--- src/rtl/fetch_queue.sv ---
// fetch_queue: consumer side of the program-counter interface.
// Fetches the word at instr_address from instruction memory, buffers
// {pc, instruction} pairs in a small FIFO toward decode, stalls the PC
// while no fetch completes, and flushes on branch redirects.
//
// Handshakes:
//   memory: a transfer happens on a cycle with mem_req=1 and mem_ready=1.
//           Once raised, mem_req stays high with mem_addr stable until that
//           cycle; only reset withdraws a request; at most one is in flight.
//   decode: a transfer happens on a cycle with dec_valid=1 and dec_ready=1
//           and no branch; dec_valid never depends on dec_ready.
module fetch_queue #(
    parameter int unsigned AW    = 10,
    parameter int unsigned IW    = 16,
    parameter int unsigned DEPTH = 4
) (
    input  logic          clk,
    input  logic          reset,
    input  logic [AW-1:0] instr_address,
    input  logic          branch,
    output logic          stall,
    output logic          mem_req,
    output logic [AW-1:0] mem_addr,
    input  logic          mem_ready,
    input  logic [IW-1:0] mem_rdata,
    output logic          dec_valid,
    output logic [IW-1:0] dec_instr,
    output logic [AW-1:0] dec_pc,
    input  logic          dec_ready,
    output logic          dbg_state
);

    localparam int unsigned PW = $clog2(DEPTH);
    localparam int unsigned CW = $clog2(DEPTH + 1);

    typedef enum logic {
        FETCH = 1'b0,
        DRAIN = 1'b1
    } state_t;

    state_t          state;
    state_t          next_state;
    logic [CW-1:0]   count;
    logic [PW-1:0]   rd_ptr;
    logic [PW-1:0]   wr_ptr;
    logic [AW-1:0]   drain_addr;
    logic            complete;
    logic            push;
    logic            pop;
    logic            enter_drain;

    logic [AW-1:0]   pc_mem    [DEPTH];
    logic [IW-1:0]   instr_mem [DEPTH];

    // Next state and memory-side outputs; reset forces the request low.
    always_comb begin
        next_state  = state;
        mem_req     = 1'b0;
        mem_addr    = instr_address;
        enter_drain = 1'b0;
        case (state)
            FETCH: begin
                mem_req  = (count < CW'(DEPTH));
                mem_addr = instr_address;
                // A redirect with the request still open must let that
                // request finish before fetching from the new target.
                if (branch && mem_req && !mem_ready) begin
                    enter_drain = 1'b1;
                    next_state  = DRAIN;
                end
            end
            DRAIN: begin
                mem_req  = 1'b1;
                mem_addr = drain_addr;
                if (mem_ready) begin
                    next_state = FETCH;
                end
            end
            default: begin
                next_state = FETCH;
            end
        endcase
        if (!reset) begin
            mem_req     = 1'b0;
            enter_drain = 1'b0;
        end
    end

    assign complete  = (state == FETCH) && mem_req && mem_ready;
    assign push      = complete && !branch;
    assign stall     = !push;
    assign dec_valid = (count != '0);
    assign pop       = dec_valid && dec_ready && !branch;
    assign dec_pc    = pc_mem[rd_ptr];
    assign dec_instr = instr_mem[rd_ptr];
    assign dbg_state = state;

    // State, drain address and FIFO bookkeeping; a branch flush wins over push/pop.
    always_ff @(posedge clk) begin
        if (!reset) begin
            state      <= FETCH;
            count      <= '0;
            rd_ptr     <= '0;
            wr_ptr     <= '0;
            drain_addr <= '0;
        end else begin
            state <= next_state;
            if (enter_drain) begin
                drain_addr <= instr_address;
            end
            if (branch) begin
                count  <= '0;
                rd_ptr <= '0;
                wr_ptr <= '0;
            end else begin
                if (push) begin
                    wr_ptr <= wr_ptr + PW'(1);
                end
                if (pop) begin
                    rd_ptr <= rd_ptr + PW'(1);
                end
                case ({push, pop})
                    2'b10:   count <= count + CW'(1);
                    2'b01:   count <= count - CW'(1);
                    default: count <= count;
                endcase
            end
        end
    end

    // FIFO storage: the fetched word is written next to its unmodified address.
    always_ff @(posedge clk) begin
        if (push) begin
            pc_mem[wr_ptr]    <= instr_address;
            instr_mem[wr_ptr] <= mem_rdata;
        end
    end

endmodule

--- config.mk ---
export PLATFORM = sky130hd
export DESIGN_NAME = fetch_queue
export DESIGN_NICKNAME = d
export VERILOG_FILES = /design/src/rtl/fetch_queue.sv
export SDC_FILE = /design/constraint.sdc
export NUM_CORES = 1
export LEC_CHECK = 0
export BUFFER_PORTS_ARGS = -buffer_cell sky130_fd_sc_hd__buf_4
export CAP_MARGIN = 20
export CORE_MARGIN = 2
export CORE_UTILIZATION = 60
export DETAILED_ROUTE_END_ITERATION = 10
export GPL_ROUTABILITY_DRIVEN = 0
export PLACE_DENSITY_LB_ADDON = 0.05
export SYNTH_ARGS = -nofsm -noshare
export SYNTH_HDL_FRONTEND = slang
export SYNTH_SLANG_ARGS = --single-unit
--- constraint.sdc ---
create_clock -name clk -period 3.5 [get_ports clk]
set_input_delay 0.7 -clock clk [delete_from_list [all_inputs] [get_ports clk]]
set_output_delay 0.7 -clock clk [all_outputs]
set_load 0.01 [all_outputs]
==> impl_metrics.py <==
metrics = {
    "run_status": {
        "status": "finished, final reports clean",
    },
    "hold_path": {
        "hold_class": "in -> reg",
        "worstHoldEndpoint": "instr_mem[3][3]",
        "min-delay-start": "mem_rdata[3]",
        "hold_depth": 1,
    },
    "grt": {
        "gr-usage-met1_pct": 25.5,
        "antenna_found_initial": 0,
        "grt_usage_pct": 20.8,
        "gr-total-overflow": 0,
        "use_met2_pct": 34.8,
        "top_usage_layer": "met2",
        "grt_pass1_vias": 2544,
        "met3_usage_pct": 6.85,
        "grt_pass1_wl_mm": 13.0,
        "grt_max_degree": 27,
    },
    "cells_and_area": {
        "drive_gt1_share_pct": 42.9,
        "syn_to_final_growth_pct": 26.0,
        "num_antenna_cells": 0,
        "seq_area_um2": 3520,
        "layout.nets": 371,
        "multi_input_area_um2": 1170,
        "final.fill_count": 417,
    },
    "setup_path": {
        "worstSetupEndpointType": "primary output",
        "cp_data_arrival_time_ns": 2.09,
        "rr_endpoint": "count[2]",
        "path_class": "reg -> out",
        "reg2reg_slack_ns": 0.89,
        "critPathMaxFanout": 11,
        "r2r_start": "dbg_state",
        "ff2ff_path_depth": 9,
        "startpoint_type": "register",
        "crit_path_top_delay_cell": "dfxtp_2",
        "slowest_delay_ns": 0.55,
        "crit_path_cell_trace": "buf_4, mux4_2, buf_4",
        "crit_top_cell": "buf_4",
        "worst_ep_required_time_ns": 2.80,
    },
    "sta": {
        "finalHoldViolations": 0,
        "fin_skew_ns": 0.00925,
        "setup_viol": 0,
        "finalSetupTns_ns": 0,
        "period_minus_slack_ns": 2.79,
        "rsz0062_at_grt": "false",
        "tightest_slew_ns": 0.678,
        "drv_slew": 0,
        "max_freq_mhz": 358,
        "period_share_pct": 79.8,
        "maxSlewHeadroom_pct": 54.7,
    },
    "pwr": {
        "max-vdd-ir-drop_mv": 0.393,
        "power_mw": 3.54,
        "power.leakage_nw": 2.13,
        "power_density_nw_per_um2": 586,
    },
    "die": {
        "fp.dieW_um": 93.4,
        "core_area_um2": 7730,
        "io_pins": 71,
        "die_h_um": 93.4,
        "rows": 32,
        "dieArea_um2": 8720,
        "initial_utilization_pct": 62.0,
    },
    "drt": {
        "drt_first_iter_violations": 145,
        "antenna_left": 0,
        "via_count": 2472,
        "wirelength_mm": 8.29,
        "drc": 0,
        "drt-pass1-iter-count": 4,
        "via_per_inst": 5.51,
        "post_drt_wl_per_cell_um": 18.5,
    },
    "clock_tree": {
        "clock-root-buffer": "clkbuf_8",
        "cts_buffers": 17,
        "cts_tree": "built",
        "h-tree-depth": 4,
        "ctsHoldBuffers": 0,
        "insertion_delay_ns": 0.51,
        "cts.sinks": 124,
        "cts_setup_buffers": 0,
        "cts_max_path_buffers": 2,
        "cts_resized": 0,
        "clkTransAtPathRegs_ns": 0.06,
    },
    "flow_run": {
        "maxCapViolations": 0,
    },
    "yosys": {
        "ys_types": 33,
        "syn_inst": 249,
        "netlist_top_cells_area": "edfxtp_1 65%, mux4_2 12%, dfxtp_1 8.4%, mux2_2 2.3%, a21boi_1 1.6%",
        "ys_ff_latch": 124,
        "netlist_area_um2": 4790,
        "seq_area_frac_synth_pct": 73.5,
        "yosys_warnings": 0,
        "synth_top_area_share_pct": 65.2,
        "synthesis.nets": 286,
        "synth_area_per_cell_um2": 19.2,
        "synth_area_leader_cell": "edfxtp_1",
    },
    "place": {
        "dp_hpwl_mm": 5.00,
        "io_buffers": 70,
    },
}
-- worst max-delay path by stage --
stage,start,to,cells after the start
finish,register,dec_instr[13],3
floorplan,mem_ready,count[2],9
detailed placement,mem_ready,count[2],10
global route,register,dec_instr[13],3
global placement,mem_ready,count[2],10
CTS,register,dec_instr[13],3
-- stage by stage --
step / cells / hold slack [ns] / cell area [um^2] / utilization, % / worst slack, ns
2_1_floorplan: 249 / 0.432 / 4790 / - / 1.00
3_3_place_gp: 417 / 0.439 / 5430 / 70.3 / 0.836
3_5_place_dp: 417 / 0.450 / 5430 / 70.3 / 0.801
4_1_cts: 449 / 0.370 / 6040 / 78.2 / 0.630
5_1_grt: 449 / 0.371 / 6040 / 78.2 / 0.574
6_report: 449 / 0.389 / 6040 / 78.2 / 0.708
-- where the power goes --
group	leakage [nW]	total [mW]	switching [mW]	internal, mW
combinational	0.740	0.142	0.0672	0.0752
sequential	1.10	1.63	0.0101	1.62
clock	0.288	1.77	0.614	1.15
-- worst max-delay path, delay by kind of cell, from the launching register on --
| kind | cells | cell delay (ns) |
|---|---|---|
| DFF | 1 | 0.55 |
| muxes | 1 | 0.55 |
| buffers and inverters | 2 | 0.48 |
-- final cells by class --
type	count	share of cell area, %
multi-input cells	107	19.4
clock inverters	15	3.23
flip-flops and latches	124	58.4
repair buffers	77	9.57
clock buffers	17	6.86
inverters	7	0.435
well taps	102	2.11
-- per-layer routing --
layer	wire length [um]	share of wire, %
met1	3480	42
met2	4230	51
met3	449	5.4
met4	119	1.4
met5	0	0
-- layout by cell type (no fill, tap or decap) --
master / Yosys / layout
edfxtp_1: 104 / 104
buf_4: 2 / 77
mux4_2: 26 / 26
nand2_1: 20 / 20
dfxtp_1: 20 / 19
clkbuf_16: 0 / 16
mux2_2: 10 / 10
a21boi_1: 10 / 10
nor2_1: 9 / 9
inv_1: 7 / 7
ha_1: 5 / 5
and3_1: 4 / 4
xor2_1: 4 / 4
bufinv_16: 0 / 4
clkinvlp_4: 0 / 4
clkinv_2: 0 / 3
or3_2: 2 / 2
a21oi_1: 2 / 2
inv_6: 0 / 2
o31ai_1: 1 / 1
nor2b_1: 1 / 1
nor3b_2: 1 / 1
and2_1: 1 / 1
a21boi_0: 1 / 1
nor4b_4: 1 / 1
or4b_1: 1 / 1
nand2b_1: 1 / 1
nor3_1: 1 / 1
a21o_1: 1 / 1
o311ai_0: 1 / 1
nor3b_1: 1 / 1
o21ai_0: 1 / 1
mux2i_1: 1 / 1
fa_1: 1 / 1
dfxtp_2: 0 / 1
clkbuf_8: 0 / 1
clkinv_1: 0 / 1
clkinv_4: 0 / 1
-- state kept, by name, indices dropped and copies added (netlist names), named ones only --
register,flops
count,3
dbg_state,1
drain_addr,10
instr_mem,64
pc_mem,40
rd_ptr,2
wr_ptr,2
-- logic make-up (layout without fill, tap and decap cells) --
kind of cell,Yosys count,after routing,share of synthesized area [%]
buf+inv,18,116,1.98
compound gates,17,17,2.53
mux,37,37,14.8
fa+ha+maj,6,6,1.72
flops,124,124,73.5
simple gates,43,43,4.73
xor+xnor,4,4,0.731
-- synthesized netlist by cell type, drive strengths merged --
cell,instances
a21boi,11
a21o,1
a21oi,2
and2,1
and3,4
buf,9
clkbuf,2
dfxtp,20
edfxtp,104
fa,1
ha,5
inv,7
mux2,10
mux2i,1
mux4,26
nand2,20
nand2b,1
nor2,9
nor2b,1
nor3,1
nor3b,2
nor4b,1
o21ai,1
o311ai,1
o31ai,1
or3,2
or4b,1
xor2,4
(Power assumes the default switching activity.)
